--- config.mk ---
export PLATFORM = sky130hd
export DESIGN_NAME = id_ex_stage
export DESIGN_NICKNAME = d
export VERILOG_FILES = /design/src/rtl/pipe_pkg.sv /design/src/rtl/hazard_detect.sv /design/src/rtl/id_ex_stage.sv
export SDC_FILE = /design/constraint.sdc
export NUM_CORES = 1
export LEC_CHECK = 0
export ABC_AREA = 1
export ABC_CLOCK_PERIOD_IN_PS = 1500
export CORE_UTILIZATION = 30
export CTS_BUF_LIST = sky130_fd_sc_hd__clkbuf_8
export CTS_CLUSTER_DIAMETER = 100
export DETAILED_ROUTE_END_ITERATION = 7
export GPL_TIMING_DRIVEN = 0
export MAX_ROUTING_LAYER = met4
export PLACE_DENSITY_LB_ADDON = 0.15
export SLEW_MARGIN = 0
export SYNTH_ARGS = -nofsm -noshare
export SYNTH_HDL_FRONTEND = slang
export SYNTH_SLANG_ARGS = --single-unit
export TNS_END_PERCENT = 50
--- constraint.sdc ---
create_clock -name clk -period 1.5 [get_ports clk]
set_clock_uncertainty 0.1 [all_clocks]
set_input_delay 0.375 -clock clk [delete_from_list [all_inputs] [get_ports clk]]
set_output_delay 0.375 -clock clk [all_outputs]
set_load 0.05 [all_outputs]
--- src/rtl/pipe_pkg.sv ---
// Shared pipeline definitions: datapath width, control-word bit layout, field encodings
// and the ID/EX stage state encoding.
package pipe_pkg;

    localparam int DATA_W = 32;
    localparam int CTRL_W = 16;

    // Control word layout, MSB first:
    // {Branch,Jump,JR,RegWrite,RegDst[1:0],MemRead,MemWrite,MemtoReg[1:0],ALUSrc,ExtOp,ALUOp[3:0]}
    localparam int CTRL_BRANCH     = 15;
    localparam int CTRL_JUMP       = 14;
    localparam int CTRL_JR         = 13;
    localparam int CTRL_REGWRITE   = 12;
    localparam int CTRL_REGDST_HI  = 11;
    localparam int CTRL_REGDST_LO  = 10;
    localparam int CTRL_MEMREAD    = 9;
    localparam int CTRL_MEMWRITE   = 8;
    localparam int CTRL_MEMTOREG_HI = 7;
    localparam int CTRL_MEMTOREG_LO = 6;
    localparam int CTRL_ALUSRC     = 5;
    localparam int CTRL_EXTOP      = 4;
    localparam int CTRL_ALUOP_HI   = 3;
    localparam int CTRL_ALUOP_LO   = 0;

    localparam logic [1:0] REGDST_RT = 2'd0;
    localparam logic [1:0] REGDST_RD = 2'd1;
    localparam logic [1:0] REGDST_RA = 2'd2;

    localparam logic [1:0] MEMTOREG_ALU = 2'd0;
    localparam logic [1:0] MEMTOREG_MEM = 2'd1;
    localparam logic [1:0] MEMTOREG_PC4 = 2'd2;

    localparam logic [3:0] ALUOP_ADD  = 4'd0;
    localparam logic [3:0] ALUOP_SUB  = 4'd1;
    localparam logic [3:0] ALUOP_RTYP = 4'd2;
    localparam logic [3:0] ALUOP_AND  = 4'd3;
    localparam logic [3:0] ALUOP_OR   = 4'd4;
    localparam logic [3:0] ALUOP_SLT  = 4'd5;
    localparam logic [3:0] ALUOP_LUI  = 4'd6;

    typedef enum logic [1:0] {
        ST_RUN       = 2'd0,
        ST_HOLD      = 2'd1,
        ST_FLUSHPEND = 2'd2
    } stage_state_t;

endpackage

--- src/rtl/hazard_detect.sv ---
// Load-use hazard compare between the load in EX and the instruction in ID.
// Purely combinational; no state.
module hazard_detect (
    input  logic       memread_ex,
    input  logic [4:0] rt_ex,
    input  logic [4:0] rs_id,
    input  logic [4:0] rt_id,
    input  logic       alusrc_id,
    input  logic       memwrite_id,
    output logic       stall
);

    // rt is only a source when it feeds the ALU or is the store data.
    assign stall = memread_ex && (rt_ex != 5'd0) &&
                   ((rt_ex == rs_id) ||
                    ((rt_ex == rt_id) && (!alusrc_id || memwrite_id)));

endmodule

--- src/rtl/id_ex_stage.sv ---
// ID/EX pipeline register with load-use stall, flush squash and memory-wait freeze.
// One-cycle capture latency; HOLD freezes every register, a flush seen meanwhile becomes one bubble.
module id_ex_stage #(
    parameter int DATA_W = pipe_pkg::DATA_W,
    parameter int CNT_W  = 16
) (
    input  logic              clk,
    input  logic              reset,
    input  logic [15:0]       ctrl_id,
    input  logic [4:0]        rs_id,
    input  logic [4:0]        rt_id,
    input  logic [4:0]        rd_id,
    input  logic [4:0]        shamt_id,
    input  logic [DATA_W-1:0] rdata1_id,
    input  logic [DATA_W-1:0] rdata2_id,
    input  logic [DATA_W-1:0] imm_id,
    input  logic [DATA_W-1:0] pc4_id,
    input  logic              flush,
    input  logic              mem_hold,
    output logic [15:0]       ctrl_ex,
    output logic [4:0]        rs_ex,
    output logic [4:0]        rt_ex,
    output logic [4:0]        rd_ex,
    output logic [4:0]        shamt_ex,
    output logic [DATA_W-1:0] rdata1_ex,
    output logic [DATA_W-1:0] rdata2_ex,
    output logic [DATA_W-1:0] imm_ex,
    output logic [DATA_W-1:0] pc4_ex,
    output logic              stall,
    output logic              if_id_we,
    output logic [CNT_W-1:0]  bubble_cnt
);
    import pipe_pkg::*;

    stage_state_t      state_q, state_d;
    logic              flush_mem_q, flush_mem_d;
    logic [15:0]       ctrl_q, ctrl_d;
    logic [4:0]        rs_q, rs_d, rt_q, rt_d, rd_q, rd_d, shamt_q, shamt_d;
    logic [DATA_W-1:0] rdata1_q, rdata1_d, rdata2_q, rdata2_d;
    logic [DATA_W-1:0] imm_q, imm_d, pc4_q, pc4_d;
    logic [CNT_W-1:0]  cnt_q, cnt_d;
    logic              bubble;

    hazard_detect u_hazard (
        .memread_ex  (ctrl_q[CTRL_MEMREAD]),
        .rt_ex       (rt_q),
        .rs_id       (rs_id),
        .rt_id       (rt_id),
        .alusrc_id   (ctrl_id[CTRL_ALUSRC]),
        .memwrite_id (ctrl_id[CTRL_MEMWRITE]),
        .stall       (stall)
    );

    assign if_id_we = !(stall | mem_hold);

    // A flush arriving while the hold starts is deferred to FLUSHPEND rather than
    // squashing now, so it costs exactly one bubble.
    assign bubble = (state_q == ST_FLUSHPEND) ||
                    ((state_q == ST_RUN) && flush && !mem_hold) ||
                    ((state_q != ST_HOLD) && stall);

    always_comb begin
        state_d     = state_q;
        flush_mem_d = flush_mem_q;
        case (state_q)
            ST_RUN: begin
                state_d     = mem_hold ? ST_HOLD : ST_RUN;
                flush_mem_d = mem_hold && flush;
            end
            ST_HOLD: begin
                flush_mem_d = flush_mem_q || flush;
                if (!mem_hold) begin
                    state_d     = (flush_mem_q || flush) ? ST_FLUSHPEND : ST_RUN;
                    flush_mem_d = 1'b0;
                end
            end
            ST_FLUSHPEND: begin
                // The pending flush is consumed by this cycle's bubble.
                state_d     = mem_hold ? ST_HOLD : ST_RUN;
                flush_mem_d = mem_hold && flush;
            end
            default: begin
                state_d     = ST_RUN;
                flush_mem_d = 1'b0;
            end
        endcase
    end

    always_comb begin
        ctrl_d   = ctrl_q;
        rs_d     = rs_q;
        rt_d     = rt_q;
        rd_d     = rd_q;
        shamt_d  = shamt_q;
        rdata1_d = rdata1_q;
        rdata2_d = rdata2_q;
        imm_d    = imm_q;
        pc4_d    = pc4_q;
        cnt_d    = cnt_q;
        if (bubble) begin
            ctrl_d   = '0;
            rs_d     = '0;
            rt_d     = '0;
            rd_d     = '0;
            shamt_d  = '0;
            rdata1_d = '0;
            rdata2_d = '0;
            imm_d    = '0;
            pc4_d    = '0;
            cnt_d    = (&cnt_q) ? cnt_q : cnt_q + {{(CNT_W-1){1'b0}}, 1'b1};
        end else if (state_q != ST_HOLD) begin
            ctrl_d   = ctrl_id;
            rs_d     = rs_id;
            rt_d     = rt_id;
            rd_d     = rd_id;
            shamt_d  = shamt_id;
            rdata1_d = rdata1_id;
            rdata2_d = rdata2_id;
            imm_d    = imm_id;
            pc4_d    = pc4_id;
        end
    end

    always_ff @(posedge clk or negedge reset) begin
        if (!reset) begin
            state_q     <= ST_RUN;
            flush_mem_q <= 1'b0;
            ctrl_q      <= '0;
            rs_q        <= '0;
            rt_q        <= '0;
            rd_q        <= '0;
            shamt_q     <= '0;
            rdata1_q    <= '0;
            rdata2_q    <= '0;
            imm_q       <= '0;
            pc4_q       <= '0;
            cnt_q       <= '0;
        end else begin
            state_q     <= state_d;
            flush_mem_q <= flush_mem_d;
            ctrl_q      <= ctrl_d;
            rs_q        <= rs_d;
            rt_q        <= rt_d;
            rd_q        <= rd_d;
            shamt_q     <= shamt_d;
            rdata1_q    <= rdata1_d;
            rdata2_q    <= rdata2_d;
            imm_q       <= imm_d;
            pc4_q       <= pc4_d;
            cnt_q       <= cnt_d;
        end
    end

    assign ctrl_ex    = ctrl_q;
    assign rs_ex      = rs_q;
    assign rt_ex      = rt_q;
    assign rd_ex      = rd_q;
    assign shamt_ex   = shamt_q;
    assign rdata1_ex  = rdata1_q;
    assign rdata2_ex  = rdata2_q;
    assign imm_ex     = imm_q;
    assign pc4_ex     = pc4_q;
    assign bubble_cnt = cnt_q;

endmodule

== Yosys cells after proc, flatten, opt, wreduce, memory -nomap -nowiden ==
Index checks and enable logic that the tools add are counted.
Operators by class
  $add $sub $neg: 1
  equality and inequality tests: 6
  bitwise operators: 2
  reductions and logical operators: 21
  multiplexer cells: 24
Operators with widths (number)
  $mux W32: 8
  $mux W5: 8
  $mux W16: 2
  $add A16 B1 Y16 const B: 1
  $reduce_and A16 Y1: 1
  $eq A5 B5 Y1: 2
  $logic_and A1 B1 Y1: 7
  $logic_or A1 B1 Y1: 5
  $reduce_bool A5 Y1: 1
  $mux W2: 2
  $pmux W2 S2: 1
  $logic_not A1 Y1: 3
  $eq A2 B1 Y1 const B: 1
  $eq A2 B2 Y1 const B: 1
  $logic_not A2 Y1: 1
  $mux W1: 2
  $ne A2 B1 Y1 const B: 1
  $ne A2 B2 Y1 const B: 1
  $pmux W1 S2: 1
  $reduce_and A2 Y1: 1
  $reduce_bool A2 Y1: 1
  $reduce_or A2 Y1: 1
  $not A1 Y1: 1
  $or A1 B1 Y1: 1
Word-level totals
  logic and storage cells: 66
  output and inout port bits: 182
  register bits: 183
  input port bits: 168

== Depth between registers and ports, before layout ==
  word-level depth: 8
  depth in mapped cells: 12

== By module ==
A second synthesis with hierarchy kept.
Unflattened totals
  cells, all modules: 925
  area, all modules: 7787.5 um^2
Modules (own cells, without submodules)
  id_ex_stage: times used 1, seq. area each 4579.4 um^2, area each 7577.3 um^2, cells each 875
  hazard_detect: times used 1, seq. area each 0.0 um^2, area each 210.2 um^2, cells each 50

== Worst setup path after synthesis ==
Ideal clock, no wire load.
  path type: flip-flop to output port
  start point: register rt_q[4] (netlist: rt_ex[4])
  end point: output if_id_we
  arrival time: 2049 ps
  buffers on the path: 0
  stages on the path, launching flop included: 9
  data required time: 1025 ps
  path slack: -1024 ps
  cells stage by stage: dfrtp_1 inv_2 nor2_1 nor2_1 nand3_1 nand2_1 nand2_2 inv_1 nor2_1
Between the ends
  longest elaborated chain between the ends: 6
  elaborated cells on any way between the ends: 9
  classes of those cells: eq/ne (2); bitwise (1); reduce/logical (6)
Ends and longest elaborated chain
  start, declared: line id_ex_stage.sv:38  | logic [4:0] rs_q, rs_d, rt_q, rt_d, rd_q, rd_d, shamt_q, shamt_d;
  start signal, assigned: line id_ex_stage.sv:143  | rt_q <= rt_d;
  $eq A5 B5 Y1: line hazard_detect.sv:16  | ((rt_ex == rt_id) && (!alusrc_id || memwrite_id)));
  $logic_and A1 B1 Y1: line hazard_detect.sv:16
  $logic_or A1 B1 Y1: line hazard_detect.sv:15  | ((rt_ex == rs_id) ||
  $logic_and A1 B1 Y1 (*): line hazard_detect.sv:14  | assign stall = memread_ex && (rt_ex != 5'd0) &&
  via stall: line id_ex_stage.sv:29  | output logic stall,
  $or A1 B1 Y1 (*): line id_ex_stage.sv:54  | assign if_id_we = !(stall | mem_hold);
  $logic_not A1 Y1 (*): line id_ex_stage.sv:54
  end, declared: line id_ex_stage.sv:30  | output logic if_id_we,
The timed path passes the listed nets; every way through them passes the cells marked *.

== Worst setup path after layout ==
  start point: register rt_q[2] (netlist: rt_ex[2])
  end point: output if_id_we
Between the ends
  longest elaborated chain between the ends: 6
  elaborated cells on any way between the ends: 9
  classes of those cells: eq/ne (2); bitwise (1); reduce/logical (6)
Ends and longest elaborated chain (line)
  $eq A5 B5 Y1: hazard_detect.sv:16
  $logic_and A1 B1 Y1: hazard_detect.sv:16
  $logic_or A1 B1 Y1: hazard_detect.sv:15
  $logic_and A1 B1 Y1 (*): hazard_detect.sv:14
  $or A1 B1 Y1 (*): id_ex_stage.sv:54
  $logic_not A1 Y1 (*): id_ex_stage.sv:54
Every way passes the cells marked *; elsewhere a longest branch is shown, timed or not.

==> impl_metrics.ini <==
[status]
status = finished, violations left
violations = hold timing, setup timing

[die]
ios = 350
initial_utilization_pct = 30.8
placementRows = 60
die_w_um = 169
core_um2 = 27200
die_h_um = 169
dieArea_um2 = 28500

[drt]
drt-vias-per-instance = 4.46
drtAntennaViolNets = 0
highest_layer = met4
dr_wl_met2_mm = 14.0
drt_iter0_markers = 355
wl_met1_mm = 12.1
drc_errors = 0
routedWlPerCell_um = 16.4
wl_mm = 28.3
drtPass1Iterations = 5
vias = 7715
dr_wl_met3_mm = 1.62

[pwr]
pwr-share-comb_pct = 43.2
switchingPower_w = 0.00692
ir_drop_v = 0.000982
internal-power_w = 0.00980
switching_share_pct = 41.4
clock_power_share_pct = 19.8
p_per_area_nw_per_um2 = 1160
power_leakage_nw = 6.67
seq_power_share_pct = 37.0

[cts]
cts_tree = done
insertion_delay_ps = 480
cts_max_path_buffers = 2
cts_buffers = 17
cts_root_buf = clkbuf_8
cts.sinks = 183
cts-htree-levels = 4
clk_pin_slew_ps = 110

[layout]
layout.nets = 1515
drive_gt1_share_pct = 40.4
postLayoutCoreUtil_pct = 52.9
fillers = 2588
area.growth.synth_to_final_pct = 71.8

[synthesis]
yosysTopAreaCellShare_pct = 54.8
netlist_instances = 905
syn_area_um2 = 8360
synth.area.top_cells = dfrtp_1 (55%), nand2_1 (18%), o21ai_2 (13%), o21ai_0 (2.2%), buf_8 (2.0%)
synth_cell_types = 29
synth_seq_cells = 183
avgSynthCellArea_um2 = 9.24
yosysTopAreaCell = dfrtp_1
yosysWarnings = 0
syn_nets = 1074
ys_seq_area_share_pct = 54.8

[setup_path]
endpoint_kind = output port
timing.rr.start = rt_ex[2]$_DFFE_PN0P_
crit_start = rt_ex[2]$_DFFE_PN0P_
slowest_delay_ps = 450
crit_fanout = 4
cp.arrival_ps = 1720
start_kind = register
path_cells = inv_2, nand4_1, o21ai_1, inv_1, nand2_2, inv_2, nor2_4, buf_8
path_class = register to output port
crit_top_cell = inv_2
crit_required_ps = 1020
cp_slowest_cell = dfrtp_2

[sta]
max_freq_mhz = 456
finalWorstSetupSlack_ps = -693
finalMaxSlewViolations = 0
worst_pin_slew_ps = 846
holdWs_ps = -178
grt_setup_unrepaired = yes
setup_tns_ps = -55660
fin_crit_sh_pct = 146
slew_headroom_pct = 43.6
min_period_ps = 2190
final-setup-viol-count = 353
hold_viol_final = 104

[global_routing]
grt_usage_pct = 19.3
grt_pass1_wl_mm = 41.6
grt_max_degree = 106
grt_pass1_vias = 7617
overflow = 0
antenna_found_initial = 1

[placed_design]
gp_congestion = 0.793
hpwlAfterDp_mm = 18.9
port-buffer-count = 349
pre_cts_ws_ps = -1450

[flow_run]
maxCapViolCount = 0

[min_path]
hold_class = input port to async pin
[registers in the layout, summed over array words and instances, names as in the netlist]
name,count
pc4_ex,32
state_q,2
shamt_ex,5
rdata1_ex,32
rs_ex,5
rt_ex,5
rdata2_ex,32
flush_mem_q,1
rd_ex,5
bubble_cnt,16
imm_ex,32
ctrl_ex,16
[worst max-delay path: cells and delay by family (launching register included)]
kind | cells | cell delay (ps)
DFF | 1 | 450
AOI/OAI and AO/OA | 1 | 140
buffers and inverters | 4 | 370
and+or+nand+nor | 3 | 300
[timing repair]
item / in CTS / in global routing
gates cloned: 0 / 23
gates resized for setup: 1282 / 141
pin swaps: 3 / 18
endpoints found under the setup margin: 362 / 363
buffers inserted: 40 / 10
endpoints found under the hold margin: 104 / 104
[layout make-up]
cell class,instances,area (um^2),share of cell area [%]
multi-input cells,640,3570,24.9
well taps,372,465,3.24
flip-flops and latches,183,4600,32.1
inverters,26,97.6,0.679
clock buffers,17,234,1.63
repair buffers,420,4670,32.5
plain buffers,58,579,4.03
clock inverters,14,141,0.984
diodes,1,2.50,0.0174
[Yosys cell counts, drive strengths merged]
| master | n |
|---|---|
| nand2 | 400 |
| xor2 | 7 |
| inv | 26 |
| nor3 | 4 |
| dfrtp | 183 |
| nor4 | 1 |
| nand4 | 3 |
| a21boi | 2 |
| nand3 | 24 |
| ha | 1 |
| buf | 25 |
| xnor2 | 5 |
| o21ai | 162 |
| clkbuf | 33 |
| o22ai | 5 |
| nor2 | 24 |
[worst paths after layout]
check,end,slack (ps),cells past startpoint
min in group clk,pc4_ex[12]$_DFFE_PN0P_,340,3
max,if_id_we,-690,8
max in group asynchronous,pc4_ex[29]$_DFFE_PN0P_,540,2
min reg2reg,rdata2_ex[7]$_DFFE_PN0P_,390,2
max reg2reg,bubble_cnt[7]$_DFFE_PN0P_,-340,12
min,bubble_cnt[8]$_DFFE_PN0P_,-180,1
[power by group through the flow]
stage          Clock [W]  Combinational, W  Sequential, W
2_1_floorplan          0           0.00155        0.00846
3_3_place_gp           0           0.00628        0.00615
3_5_place_dp           0           0.00630        0.00616
4_1_cts          0.00345           0.00671        0.00618
5_1_grt          0.00366           0.00761        0.00628
6_report         0.00331           0.00722        0.00618
[placed cells by master (no fill, tap or decap), types with 3 or more instances in the layout]
master,instances
buf_6,182
dfrtp_1,163
o22ai_1,4
o21ai_1,16
dfrtp_2,20
nand2_1,385
nand2_2,11
nand3_2,17
nor3_2,3
xnor2_1,5
buf_2,3
buf_8,7
clkdlybuf4s50_1,166
o21ai_2,133
nand3_1,5
buf_12,18
nor2_2,3
nor2_1,14
inv_2,7
nand2_8,4
inv_8,3
clkbuf_1,8
inv_6,3
inv_1,19
o21ai_0,13
clkinv_4,5
clkbuf_16,20
clkbuf_2,21
buf_4,49
nor2_4,7
clkbuf_8,17
xor2_1,7
[layer usage]
metal / track usage (%) / vias up
met5: - / -
met4: 6.44 / 0
met3: 4.82 / 34
met2: 31.1 / 226
met1: 23.7 / 3674
li1: - / 3781
[cell families after synthesis]
| kind of cell | after synthesis | share of synthesized area (%) |
|---|---|---|
| xor gates and xnor gates | 12 | 1.26 |
| and+or+nand+nor | 456 | 21.6 |
| adders and majority gates | 1 | 0.150 |
| AOI/OAI and AO/OA | 169 | 15.9 |
| DFF | 183 | 54.8 |
| buffers and inverters | 84 | 6.37 |
[metrics by stage]
stage	cells	instance area [um^2]	total power [W]
5_1_grt	1731	14400	0.0176
2_1_floorplan	905	8520	0.0100
3_3_place_gp	1626	12500	0.0124
6_report	1731	14400	0.0167
4_1_cts	1698	13400	0.0163
3_5_place_dp	1627	12500	0.0125
No activity file was read; power rests on OpenSTA's default activity.
